<file path="config.mk">
export PLATFORM = sky130hd
export DESIGN_NAME = data_plane_tx
export DESIGN_NICKNAME = d
export VERILOG_FILES = /design/src/rtl/data_plane_tx.sv
export SDC_FILE = /design/constraint.sdc
export NUM_CORES = 1
export LEC_CHECK = 0
export BUFFER_PORTS_ARGS = -buffer_cell sky130_fd_sc_hd__buf_2
export CAP_MARGIN = 20
export CORE_AREA = 2 2 169 171
export CTS_CLUSTER_DIAMETER = 30
export DETAILED_ROUTE_END_ITERATION = 10
export DIE_AREA = 0 0 171 173
export SLEW_MARGIN = 10
export SYNTH_ARGS = -nofsm -noshare
export SYNTH_HDL_FRONTEND = slang
export SYNTH_SLANG_ARGS = --single-unit
</file>
<file path="constraint.sdc">
create_clock -name clk -period 5 [get_ports clk]
set_clock_uncertainty 0.1 [all_clocks]
set_input_delay 1.5 -clock clk [delete_from_list [all_inputs] [get_ports clk]]
set_output_delay 1.5 -clock clk [all_outputs]
set_load 0.01 [all_outputs]
</file>
<file path="src/rtl/data_plane_tx.sv">
// Data-plane transmit stage: buffers GPP words and, on a control-plane grant, emits a
// registered burst of PACKET_LEN {dest,data} packets followed by a one-cycle complete pulse.
module data_plane_tx #(
  parameter int          DEPTH      = 16,
  parameter int          PACKET_LEN = 5,
  parameter logic [15:0] IDLE_ID    = 16'hFFFF
) (
  input  logic                     clk,
  input  logic                     rst,
  input  logic [15:0]              gpp_data_in,
  input  logic                     gpp_wr_tx,
  input  logic                     tx_start,
  input  logic [15:0]              dest_id,
  output logic [31:0]              data_tx_packet,
  output logic                     tx_busy,
  output logic                     data_tx_complete_flag,
  output logic                     tx_reject,
  output logic                     tx_overflow,
  output logic                     tx_buf_full,
  output logic                     tx_buf_empty,
  output logic [$clog2(DEPTH):0]   tx_word_count
);

  localparam int AW = $clog2(DEPTH);
  localparam int CW = AW + 1;
  localparam int BW = $clog2(PACKET_LEN + 1);

  localparam logic [CW-1:0] DEPTH_C    = CW'(DEPTH);
  localparam logic [CW-1:0] PKT_LEN_C  = CW'(PACKET_LEN);
  localparam logic [BW-1:0] LAST_BEAT  = BW'(PACKET_LEN - 1);
  localparam logic [31:0]   IDLE_PKT   = {IDLE_ID, 16'h0000};

  localparam logic [1:0] ST_IDLE = 2'd0;
  localparam logic [1:0] ST_SEND = 2'd1;
  localparam logic [1:0] ST_DONE = 2'd2;

  logic [15:0]   mem [DEPTH];
  logic [AW-1:0] wr_ptr;
  logic [AW-1:0] rd_ptr;
  logic [1:0]    state;
  logic [BW-1:0] beat;
  logic [15:0]   dest_q;

  logic          pop;
  logic          push_ok;
  logic          start_ok;
  logic          start_bad;
  logic [CW-1:0] count_next;

  // A burst only starts with PACKET_LEN words buffered and pushes only add, so SEND never underruns.
  always_comb begin
    pop        = (state == ST_SEND);
    push_ok    = gpp_wr_tx && ((tx_word_count != DEPTH_C) || pop);
    start_ok   = (state == ST_IDLE) && tx_start &&
                 (tx_word_count >= PKT_LEN_C) && (dest_id != IDLE_ID);
    start_bad  = (state == ST_IDLE) && tx_start && !start_ok;
    count_next = tx_word_count;
    case ({push_ok, pop})
      2'b10:   count_next = tx_word_count + CW'(1);
      2'b01:   count_next = tx_word_count - CW'(1);
      default: count_next = tx_word_count;
    endcase
  end

  always_ff @(posedge clk) begin
    if (push_ok) begin
      mem[wr_ptr] <= gpp_data_in;
    end
  end

  always_ff @(posedge clk) begin
    if (rst) begin
      wr_ptr                <= '0;
      rd_ptr                <= '0;
      tx_word_count         <= '0;
      tx_buf_full           <= 1'b0;
      tx_buf_empty          <= 1'b1;
      state                 <= ST_IDLE;
      beat                  <= '0;
      dest_q                <= IDLE_ID;
      data_tx_packet        <= IDLE_PKT;
      tx_busy               <= 1'b0;
      data_tx_complete_flag <= 1'b0;
      tx_reject             <= 1'b0;
      tx_overflow           <= 1'b0;
    end else begin
      if (push_ok) wr_ptr <= wr_ptr + AW'(1);
      if (pop)     rd_ptr <= rd_ptr + AW'(1);
      tx_word_count         <= count_next;
      tx_buf_full           <= (count_next == DEPTH_C);
      tx_buf_empty          <= (count_next == '0);
      tx_overflow           <= gpp_wr_tx && !push_ok;
      tx_reject             <= start_bad;
      data_tx_complete_flag <= 1'b0;
      // Busy lags the state by one edge so it covers the cycle after DONE as well.
      tx_busy               <= (state != ST_IDLE);

      case (state)
        ST_IDLE: begin
          data_tx_packet <= IDLE_PKT;
          if (start_ok) begin
            dest_q <= dest_id;
            beat   <= '0;
            state  <= ST_SEND;
          end
        end
        ST_SEND: begin
          data_tx_packet <= {dest_q, mem[rd_ptr]};
          beat           <= beat + BW'(1);
          if (beat == LAST_BEAT) state <= ST_DONE;
        end
        ST_DONE: begin
          data_tx_packet        <= IDLE_PKT;
          data_tx_complete_flag <= 1'b1;
          state                 <= ST_IDLE;
        end
        default: begin
          data_tx_packet <= IDLE_PKT;
          state          <= ST_IDLE;
        end
      endcase
    end
  end

endmodule

</file>
; After elaboration in Yosys (flattened, before gate mapping)
; Memories as Yosys holds them, arrays and structs flattened. A register that Yosys moved wholly into a read port is not among the register bits.
; Cells that the tools add are included.
[totals]
ram_bits = 256
wordCells = 57
out_inout_bits = 43
in_bits = 36
memories = 1
ff_bits = 72
[memory_table]
columns = memory, words, width, rd, rd_clocked_by_memory_dff, wr, line
row1 = mem, 16, 16, 1, 1, 1, 37  ; logic [15:0] mem [DEPTH];
[classes]
n_reduce_logical = 17
eq_ne = 10
order_cmp = 1
n_mux = 9
bitwise = 1
n_addsub = 5
[op_table]
columns = op, n
row1 = $ne 16x16->1 const B, 1
row2 = $pmux 5 s2, 1
row3 = $add 4x1->4 const B, 2
row4 = $logic_and 1x1->1, 6
row5 = $pmux 3 s2, 1
row6 = $reduce_and 2->1, 3
row7 = $add 5x1->5 const B, 1
row8 = $eq 5x5->1 const B, 1
row9 = $ge 5x3->1 const B, 1
row10 = $logic_not 5->1, 1
row11 = $ne 5x5->1 const B, 1
row12 = $sub 5x1->5 const B, 1
row13 = $eq 2x1->1 const B, 2
row14 = $eq 2x2->1 const B, 2
row15 = $mux 2, 2
row16 = $pmux 2 s2, 1
row17 = $reduce_bool 2->1, 2
row18 = $add 3x1->3 const B, 1
row19 = $eq 3x3->1 const B, 1
row20 = $mux 1, 3
row21 = $mux 3, 1
row22 = $logic_not 1->1, 2
row23 = $logic_not 2->1, 1
row24 = $ne 2x1->1 const B, 1
row25 = other kinds (4), 4

; Logic depth before layout (Yosys ltp)
[depth]
word_depth = 6
ltp_mapped = 9
ltp_nobuf = 9

; Least setup slack after synthesis
; No wires, ideal clock.
[synth_path]
kind = input to register
start = input port gpp_wr_tx
end = memory mem[3][0], enable pin
stages = 4
required_time_ps = 4491
arrival_time_ps = 3197
path_buffers = 0
path_slack_ps = 1294
setup_ps = 409
path_cell_list = inv_1 -> a31oi_2 -> nand2_1 -> nor3_1
[synth_via]
elab_chain_cells = 3
[synth_rtl]
columns = item, line
row1 = start: declaration, 11  ; input logic gpp_wr_tx,
row2 = $logic_and 1x1->1, 53  ; push_ok = gpp_wr_tx && ((tx_word_count != DEPTH_C) || pop);
row3 = $mux 1, 66  ; if (push_ok) begin
row4 = $mux 1 (implied by the code), 67  ; mem[wr_ptr] <= gpp_data_in;
row5 = end: declaration, 37
; Every way passes these cells.

; Final worst setup path
[layout_path]
start = input port gpp_wr_tx
end = register tx_buf_full
[layout_via]
elab_chain_cells = 4
elab_cells_between_ends = 5
classes_between = eq/ne: 3 / mux: 1 / reduce/logical: 1
[layout_rtl]
columns = item, line
row1 = $logic_and 1x1->1 (*), 53
row2 = $eq 2x1->1 or $eq 2x2->1 (tied branches), 58  ; case ({push_ok, pop})
row3 = $pmux 5 s2 (*), 58
row4 = $eq 5x5->1 (*), 90  ; tx_buf_full <= (count_next == DEPTH_C);
row5 = end signal: assignment, 90
row6 = end: declaration, 19  ; output logic tx_buf_full,
; Every way passes the cells marked *; elsewhere a longest branch is shown, timed or not.
; A chain may end at the register's enable or synchronous reset.

==> impl_metrics.yaml <==
run_status:
  run_status: "finished clean"
clock_network:
  clk_latency_ps: 570
  cts_buffers: 60
  path_clk_slew_ps: 50
  clock_path_buffers: 3
  cts_setup_buffers: 0
  cts_resized: 0
  cts_sinks: 328
  postCtsHoldBufs: 0
  cts_tree: "built"
  cts-root-buf: "clkbuf_16"
  htreeDepth: 2
logic_synthesis:
  synth_ff_type: "edfxtp_1"
  async_reset_ff_frac: 0
  netlist.area_leader.share: 0.6217
  synthTopCellsByCount: "256 x edfxtp_1, 72 x dfxtp_1, 64 x mux4_2, 33 x mux2i_1, 31 x nor2_1"
  syn_area_mm2: 0.01236
  syn_inst: 658
  synth_seq_cells: 328
  syn-mean-instance-area_um2: 18.79
  yosysMostFrequentCell: "edfxtp_1"
  syn-num-nets: 705
  seq_area_frac_synth: 0.7383
  synth_area_leaders: "edfxtp_1 62%, dfxtp_1 12%, mux4_2 12%"
  synth_edf_count: 256
  yosysTopAreaCell: "edfxtp_1"
  synthDistinctLibCells: 46
  synth_warnings: 0
timing:
  setup_viol: 0
  slew-limit-headroom: 0.3572
  tightest_slew_ps: 964.2
  finalCritPeriodShare: 0.6411
  fin_crit_ps: 3206
  rsz0062_at_grt: "no"
  fmax_mhz: 312.0
  tns_ps: 0
  slew_viol_final: 0
  final_hold_viol_count: 0
setup_path:
  cp.required_ps: 5390
  r2r_slack_ps: 1820
  crit_fanout: 7
  path_cells: "buf_2 > nor2_1 > inv_1 > fa_1 > nor2b_1 > nor4b_1 > nor2_1 > a31o_1 > nor3b_2"
  crit_top_cell: "nor2_1"
  critPathMaxStageDelay_ps: 430
  start_kind: "input port"
  cp-end-kind: "flop"
  worstPathArrival_ps: 3590
  criticalPathCategory: "input port to flop"
  cp_slowest_cell: "fa_1"
route:
  firstDrtPassIters: 5
  ant_nets: 0
  viasPerCell: 5.363
  dr_total_vias: 6522
  post_drt_wl_per_cell_um: 22.51
  drtIter0Drc: 443
  drt-total-wl_um: 27380
  drc: 0
power:
  powerDensity_mw_per_mm2: 476.2
  irDropWorstVdd_uv: 271.2
  leakage_nw: 5.147
  p_total_mw: 7.333
place:
  routabilityCongestion: 0.8318
  port-buffer-count: 78
  dp_cells: 1099
  dp_hpwl_um: 16380
final_layout:
  fill_cells: 2118
  final_cells: 1216
  antennaDiodeCount: 0
  postLayoutCoreUtil: 0.5573
  fin_nets: 833
  layout-drive-gt1-share: 0.3461
  syn_to_final_growth_pct: 24.53
hold_path:
  hp-class: "flop to flop"
floorplan:
  die_area_mm2: 0.02958
  rows: 61
  coreArea_mm2: 0.02763
  initial_utilization: 0.4475
  die_w_um: 171
  io_pins: 79
  fp.dieH_um: 173
global_routing:
  grt_remaining_overflow: 0
  grt_antenna_before_repair: 0
  grt_util_all_layers: 0.1897
  first_global_vias: 6878
  grt_start_max_net_pins: 59
  grt_first_pass_wirelength_um: 41610
job:
  cap_violations: 0
==> through the flow <==
stage	worst slack (ps)	cell area, µm²	hold WS, ps
after global routing	1582	15400	343.4
after CTS	1895	15350	334.8
after floorplan	1294	12360	307.1
after global placement	1399	13250	316.0
after detailed placement	1303	13250	321.7
final	1794	15400	331.4
==> cell usage in the layout (no fill, tap or decap), drive strengths merged, types with 5 or more instances in the layout <==
cell	instances
edfxtp	256
buf	104
clkbuf	76
dfxtp	72
mux4	64
mux2i	33
nor2	31
inv	22
nor2b	19
or3	19
o22ai	17
a211o	16
nand2	15
clkinv	13
ha	10
xnor2	7
a21oi	7
nor3	7
nand4	6
clkinvlp	6
bufinv	5
==> worst max-delay path, delay by kind of cell <==
family	cells	cell delay, ps
compound gates	1	250
fa+ha+maj	1	430
buf+inv	2	230
simple gates	5	1180
==> worst paths after layout <==
kind	startpoint	depth (start not counted)	end
min	dest_q[10]$_SDFFE_PP1P_	1	data_tx_packet[26]$_SDFF_PP1_
max	gpp_wr_tx	9	tx_buf_full$_SDFF_PP0_
max reg2reg	state[1]$_SDFFE_PP0P_	9	tx_buf_full$_SDFF_PP0_
min reg2reg	dest_q[10]$_SDFFE_PP1P_	1	data_tx_packet[26]$_SDFF_PP1_
==> layer usage <==
layer / vias up / GRT usage / share of wire
li1: 2897 / - / -
met1: 3372 / 0.2574 / 0.43
met2: 203 / 0.3083 / 0.49
met3: 50 / 0.03845 / 0.055
met4: 0 / 0.06144 / 0.024
met5: - / 0 / 0
==> logic make-up (layout without fill, tap and decap cells) <==
| kind of cell | after synthesis | after routing | synth area share |
|---|---|---|---|
| XOR/XNOR | 11 | 11 | 0.007792 |
| adder cells (fa/ha/maj) | 11 | 11 | 0.01174 |
| flip-flops | 328 | 328 | 0.7383 |
| AND/OR/NAND/NOR | 110 | 110 | 0.04857 |
| multiplexers | 97 | 97 | 0.1433 |
| AO/OA/AOI/OAI | 55 | 55 | 0.03319 |
| buffers and inverters | 46 | 226 | 0.01710 |
==> power by group <==
part	internal, mW	switching, mW
Combinational	0.100	0.153
Clock	2.68	1.39
Sequential	2.99	0.0235
==> area by class of cell <==
cell class                      count  area [µm²]  share of cell area
Sequential cell                   328        9135              0.5933
Multi-Input combinational cell    284        3044              0.1977
Tap cell                          378       473.0             0.03072
Timing Repair Buffer              104       613.1             0.03982
Clock buffer                       76        1695              0.1101
Clock inverter                     38       406.6             0.02641
Inverter                            8       30.03            0.001950
==> registers in the layout, summed over array words and instances (netlist names), 2 cells and up <==
| name | count |
|---|---|
| mem | 256 |
| data_tx_packet | 32 |
| dest_q | 16 |
| tx_word_count | 5 |
| rd_ptr | 4 |
| wr_ptr | 4 |
| beat | 3 |
| state | 2 |
(Power assumes the default switching activity.)
